<file path="src/rtl/memq.sv">
// Request queue in front of a memory controller: buffers CPU read/write requests
// and issues them one at a time, returning read data after a fixed latency.
module memq #(
    parameter int DATA_WIDTH = 8,
    parameter int ADDR_WIDTH = 16,
    parameter int DEPTH      = 4,
    parameter int RD_LATENCY = 2
) (
    input  logic                    memq_clk,
    input  logic                    memq_reset,
    input  logic                    cpu_req_valid,
    output logic                    cpu_req_ready,
    input  logic                    cpu_req_we,
    input  logic [ADDR_WIDTH-1:0]   cpu_req_addr,
    input  logic [DATA_WIDTH-1:0]   cpu_req_wdata,
    output logic                    cpu_rsp_valid,
    output logic [DATA_WIDTH-1:0]   cpu_rsp_data,
    input  logic                    memc_busy,
    output logic                    memc_read_enable,
    output logic                    memc_write_enable,
    output logic [ADDR_WIDTH-1:0]   memc_addr,
    output logic [DATA_WIDTH-1:0]   memc_write_data,
    input  logic [DATA_WIDTH-1:0]   memc_read_data,
    output logic [$clog2(DEPTH):0]  memq_level
);
    localparam int PW = $clog2(DEPTH);
    localparam int LW = PW + 1;

    typedef struct packed {
        logic                  we;
        logic [ADDR_WIDTH-1:0] addr;
        logic [DATA_WIDTH-1:0] wdata;
    } req_t;

    typedef enum logic [2:0] {
        IDLE  = 3'b001,
        ISSUE = 3'b010,
        WAIT  = 3'b100
    } state_t;

    req_t          queue [DEPTH];
    req_t          head;
    logic [PW-1:0] wr_ptr, rd_ptr;
    logic          push, pop;
    state_t        state;
    logic [2:0]    wait_cnt;
    logic          cur_rd;

    // Ready is derived from the registered level, so a pop in the same cycle never opens a full queue.
    assign cpu_req_ready = (memq_level < LW'(DEPTH)) && memq_reset;
    assign push          = cpu_req_valid && cpu_req_ready;
    assign pop           = (state == ISSUE);
    assign head          = queue[rd_ptr];

    always_ff @(posedge memq_clk) begin
        if (push) queue[wr_ptr] <= {cpu_req_we, cpu_req_addr, cpu_req_wdata};
    end

    always_ff @(posedge memq_clk or negedge memq_reset) begin
        if (!memq_reset) begin
            wr_ptr     <= '0;
            rd_ptr     <= '0;
            memq_level <= '0;
        end else begin
            if (push) wr_ptr <= wr_ptr + PW'(1);
            if (pop)  rd_ptr <= rd_ptr + PW'(1);
            memq_level <= memq_level + LW'(push) - LW'(pop);
        end
    end

    always_ff @(posedge memq_clk or negedge memq_reset) begin
        if (!memq_reset) begin
            state             <= IDLE;
            wait_cnt          <= '0;
            cur_rd            <= 1'b0;
            memc_read_enable  <= 1'b0;
            memc_write_enable <= 1'b0;
            memc_addr         <= '0;
            memc_write_data   <= '0;
            cpu_rsp_valid     <= 1'b0;
            cpu_rsp_data      <= '0;
        end else begin
            memc_read_enable  <= 1'b0;
            memc_write_enable <= 1'b0;
            cpu_rsp_valid     <= 1'b0;
            case (state)
                IDLE: begin
                    if (memq_level != '0 && !memc_busy) begin
                        state             <= ISSUE;
                        memc_read_enable  <= ~head.we;
                        memc_write_enable <= head.we;
                        memc_addr         <= head.addr;
                        memc_write_data   <= head.wdata;
                        cur_rd            <= ~head.we;
                    end
                end
                ISSUE: begin
                    state    <= WAIT;
                    wait_cnt <= cur_rd ? 3'(RD_LATENCY) : 3'd1;
                end
                WAIT: begin
                    // Capture happens exactly once at expiry; the count then parks at 0 while busy holds us here.
                    if (wait_cnt != '0) wait_cnt <= wait_cnt - 3'd1;
                    if (wait_cnt == 3'd1 && cur_rd) begin
                        cpu_rsp_data  <= memc_read_data;
                        cpu_rsp_valid <= 1'b1;
                    end
                    if (wait_cnt <= 3'd1 && !memc_busy) state <= IDLE;
                end
                default: state <= IDLE;
            endcase
        end
    end
endmodule

</file>
<file path="config.mk">
export PLATFORM = sky130hd
export DESIGN_NAME = memq
export DESIGN_NICKNAME = d
export VERILOG_FILES = /design/src/rtl/memq.sv
export SDC_FILE = /design/constraint.sdc
export NUM_CORES = 1
export LEC_CHECK = 0
export ABC_CLOCK_PERIOD_IN_PS = 2100
export BUFFER_PORTS_ARGS = -buffer_cell sky130_fd_sc_hd__buf_2
export CORE_ASPECT_RATIO = 1.5
export CORE_MARGIN = 2
export CORE_UTILIZATION = 51
export CTS_CLUSTER_DIAMETER = 80
export DETAILED_ROUTE_END_ITERATION = 8
export GPL_TIMING_DRIVEN = 1
export PLACE_DENSITY_LB_ADDON = 0.3
export SYNTH_ARGS = -nofsm -noshare
export SYNTH_HDL_FRONTEND = slang
export SYNTH_SLANG_ARGS = --single-unit
</file>
<file path="constraint.sdc">
create_clock -name memq_clk -period 2.1 [get_ports memq_clk]
set_input_delay 0.21 -clock memq_clk [delete_from_list [all_inputs] [get_ports memq_clk]]
set_output_delay 0.21 -clock memq_clk [all_outputs]
set_load 0.02 [all_outputs]
</file>
==> key figures <==
Outcome
  • Status: completed

Drt
  • Vias per cell: 5.25
  • Post-route ant nets: 0
  • Drt wl/cell: 18.5 µm
  • DRT iter0 DRCs: 129
  • Pre-antenna DRT Iters: 4
  • Detailed-route via count: 2867
  • DRC: 0
  • Post-Route WL: 10.1 mm

Timing
  • Max Freq: 510 MHz
  • Setup WS post-layout: 138 ps
  • Post-layout minimum cycle time: 1960 ps
  • RSZ-0062 raised after global routing: false
  • Fin Hold WS: 15.1 ps
  • Slew @ Worst Pin: 659 ps
  • Max Slew Vio Count: 0
  • Final setup violation count: 0
  • Final hold violations: 0
  • TNS Setup: 0 ps
  • Final Cycle Share: 93.4%
  • Clock Skew: 11.1 ps
  • Max_slew headroom: 56.0%

CTS
  • Clk_lat worst skew: 410 ps
  • Root Buffer: clkbuf_16
  • CTS Sinks: 149
  • TritonCTS clock tree: built
  • H-Tree Depth: 4
  • Reg clk slew, reported paths: 60 ps
  • CTS Buf Count: 17
  • Clock buffer depth: 2
  • Post-CTS Setup Inserts: 0

Place
  • Hpwl dp: 6.25 mm
  • Placed Area: 0.00645 mm²
  • Placement Setup Slack: 136 ps
  • GP Congestion: 0.693
  • Port Buffer Count: 75

Critical path
  • Nature of the critical path endpoint: register
  • Critical path class: in2reg
  • Crit path DAT: 2260 ps
  • R2R Setup Slk: 140 ps
  • Nature of the critical path startpoint: input port
  • Crit Path Max Fanout: 3
  • CP Data Required Time: 2390 ps

Die
  • Ports: 76
  • Core ar.: 0.0111 mm²
  • Total die area: 0.0123 mm²
  • FP Rows: 47
  • Starting density of the core: 52.5%
  • Die width: 91.1 µm
  • Die height: 135 µm

Final layout
  • Multi-input logic area: 0.00147 mm²
  • N_diodes: 0
  • Area Overhead vs Synth: 23.3%
  • Commonest cells after routing, fill and taps aside: edfxtp_1 (100), buf_2 (75), dfrtp_1 (46), mux4_2 (18), mux2_4 (18)
  • Register area: 0.00423 mm²
  • Layout cell share with drive strength beyond 1: 45.6%
  • Commonest non-fill, non-tap cell in the layout: edfxtp_1
  • Final Instance Area: 0.00716 mm²
  • Final nets: 433
  • Fillcell total: 814

Run
  • Max-cap violations: 0

Power and ir drop
  • Power per cell area: 1420 mW/mm²
  • Pleak: 2.82 nW
  • Power, Total: 0.0101 W
  • Worst IR Drop VDD: 0.689 mV

Yosys
  • Register area share after synthesis: 72.8%
  • Distinct cells, synth: 39
  • Post-Syn Instances: 275
  • Syn Area/Cell: 21.1 µm²
  • Mapped Nets: 322
  • Yosys Warn Count: 0
  • Seq cells post-synth: 149
  • Synth top area cells: edfxtp_1 (52%), dfrtp_1 (21%), mux4_2 (7.0%), mux2_4 (4.7%), mux4_1 (3.2%)
  • Synth area leader: edfxtp_1
  • Mapped cell area: 0.00581 mm²
  • Top cell type's share of synthesized area: 51.7%

GRT
  • Grt ovf: 0
  • GR Layer Usage met3: 4.74%
  • Global-route met2 utilization: 32.1%
  • Initial antenna violation count: 0
  • Vias in the first global route: 3190
  • Pin count of the biggest net entering global routing: 50
  • Global-route wire length before repair: 16.4 mm
  • GRT met1 Usage: 20.4%
  • Busiest grt layer: met2
  • Total GRT Usage: 18.1%

Worst hold path
  • Min-delay worst type: in2reg
==> cells in the mapped netlist (all sizes together) <==
library cell and n:
o22ai 1, o31ai 1, nand2 2, nor2b 3, a21oi 1, nor2 4
mux4 25, and2 2, and3 4, inv 11, o31a 1, mux2i 1
xor2 2, nand4 1, o311ai 1, clkbuf 1, buf 9, xnor2 4
ha 9, edfxtp 100, nor4b 1, o22a 1, mux2 33, or3 2
a311oi 1, nor3b 1, o21bai 1, dfrtp 48, or3b 1, fa 1
nand2b 1, dfstp 1
==> final timing paths <==
path,cells past startpoint,to,start
setup reg to reg,9,memq_level[2]$_DFF_PN0_,memq_level[2]$_DFF_PN0_
setup / recovery,11,memq_level[2]$_DFF_PN0_,memq_reset
max in group asynchronous,3,rd_ptr[0]$_DFFE_PN0N_,memq_reset
hold reg to reg,1,cpu_rsp_data[3]$_DFFE_PN0P_,cpu_rsp_data[3]$_DFFE_PN0P_
min in group asynchronous,3,memc_addr[13]$_DFFE_PN0P_,memq_reset
hold / removal,1,queue[3][23]$_DFFE_PP_,cpu_req_addr[15]
==> per-layer routing <==
layer,up-vias,wire [µm],part of all wire [%]
met3,14,424,4.2
met2,83,5460,54
met4,0,183,1.8
met1,1474,4040,40
li1,1296,-,-
met5,-,0,0
==> kinds of logic (layout without fill, tap and decap cells) <==
family,after synthesis,in the layout,synth area share [%]
AO/OA/AOI/OAI,8,8,1.08
multiplexers,59,59,17.9
buffers and inverters,21,145,2.52
AND/OR/NAND/NOR,22,22,2.52
flip-flops,149,149,72.8
adder cells (fa/ha/maj),10,10,2.28
XOR/XNOR,6,6,0.905
==> per-stage QoR <==
step,cells,util (%)
global route,546,64.8
detailed placement,502,58.4
global placement,502,58.4
floorplan,275,-
CTS,546,64.8
finish,546,64.8
==> registers in the layout (all words and copies together) (netlist names) <==
name,flops
cpu_rsp_data,8
state,3
memq_level,3
cur_rd,1
wr_ptr,2
wait_cnt,3
memc_addr,16
memc_read_enable,1
cpu_rsp_valid,1
rd_ptr,2
memc_write_enable,1
queue,100
memc_write_data,8
==> final cells by class <==
cell class	count	area share, %
Timing Repair Buffer	102	9.02
Clock inverter	11	1.90
Tap cell	147	2.57
Inverter	11	0.577
Sequential cell	149	59.1
Clock buffer	21	6.29
Multi-Input combinational cell	105	20.5
==> critical path, stage by stage <==
cell	delay, ps
dlygate4sd3_1	520
buf_2	120
nor2b_4	140
and2_4	170
inv_2	40
ha_4	250
inv_2	30
ha_4	150
fa_2	340
xor2_1	160
xnor2_1	130
==> power by group <==
part / switching (W) / internal (W) / total [W]
logic: 0.00149 / 0.00155 / 0.00304
registers: 0.000357 / 0.00375 / 0.00410
clock network: 0.00111 / 0.00189 / 0.00299
total: 0.00296 / 0.00718 / 0.0101
==> repair_timing <==
item / in CTS / in global routing
hold buffers: 12 / 0
endpoints found under the hold margin: 92 / 0
resized for setup: 0 / 0
setup endpoints to repair: 0 / 0
Power figures use the tool's default switching activity.
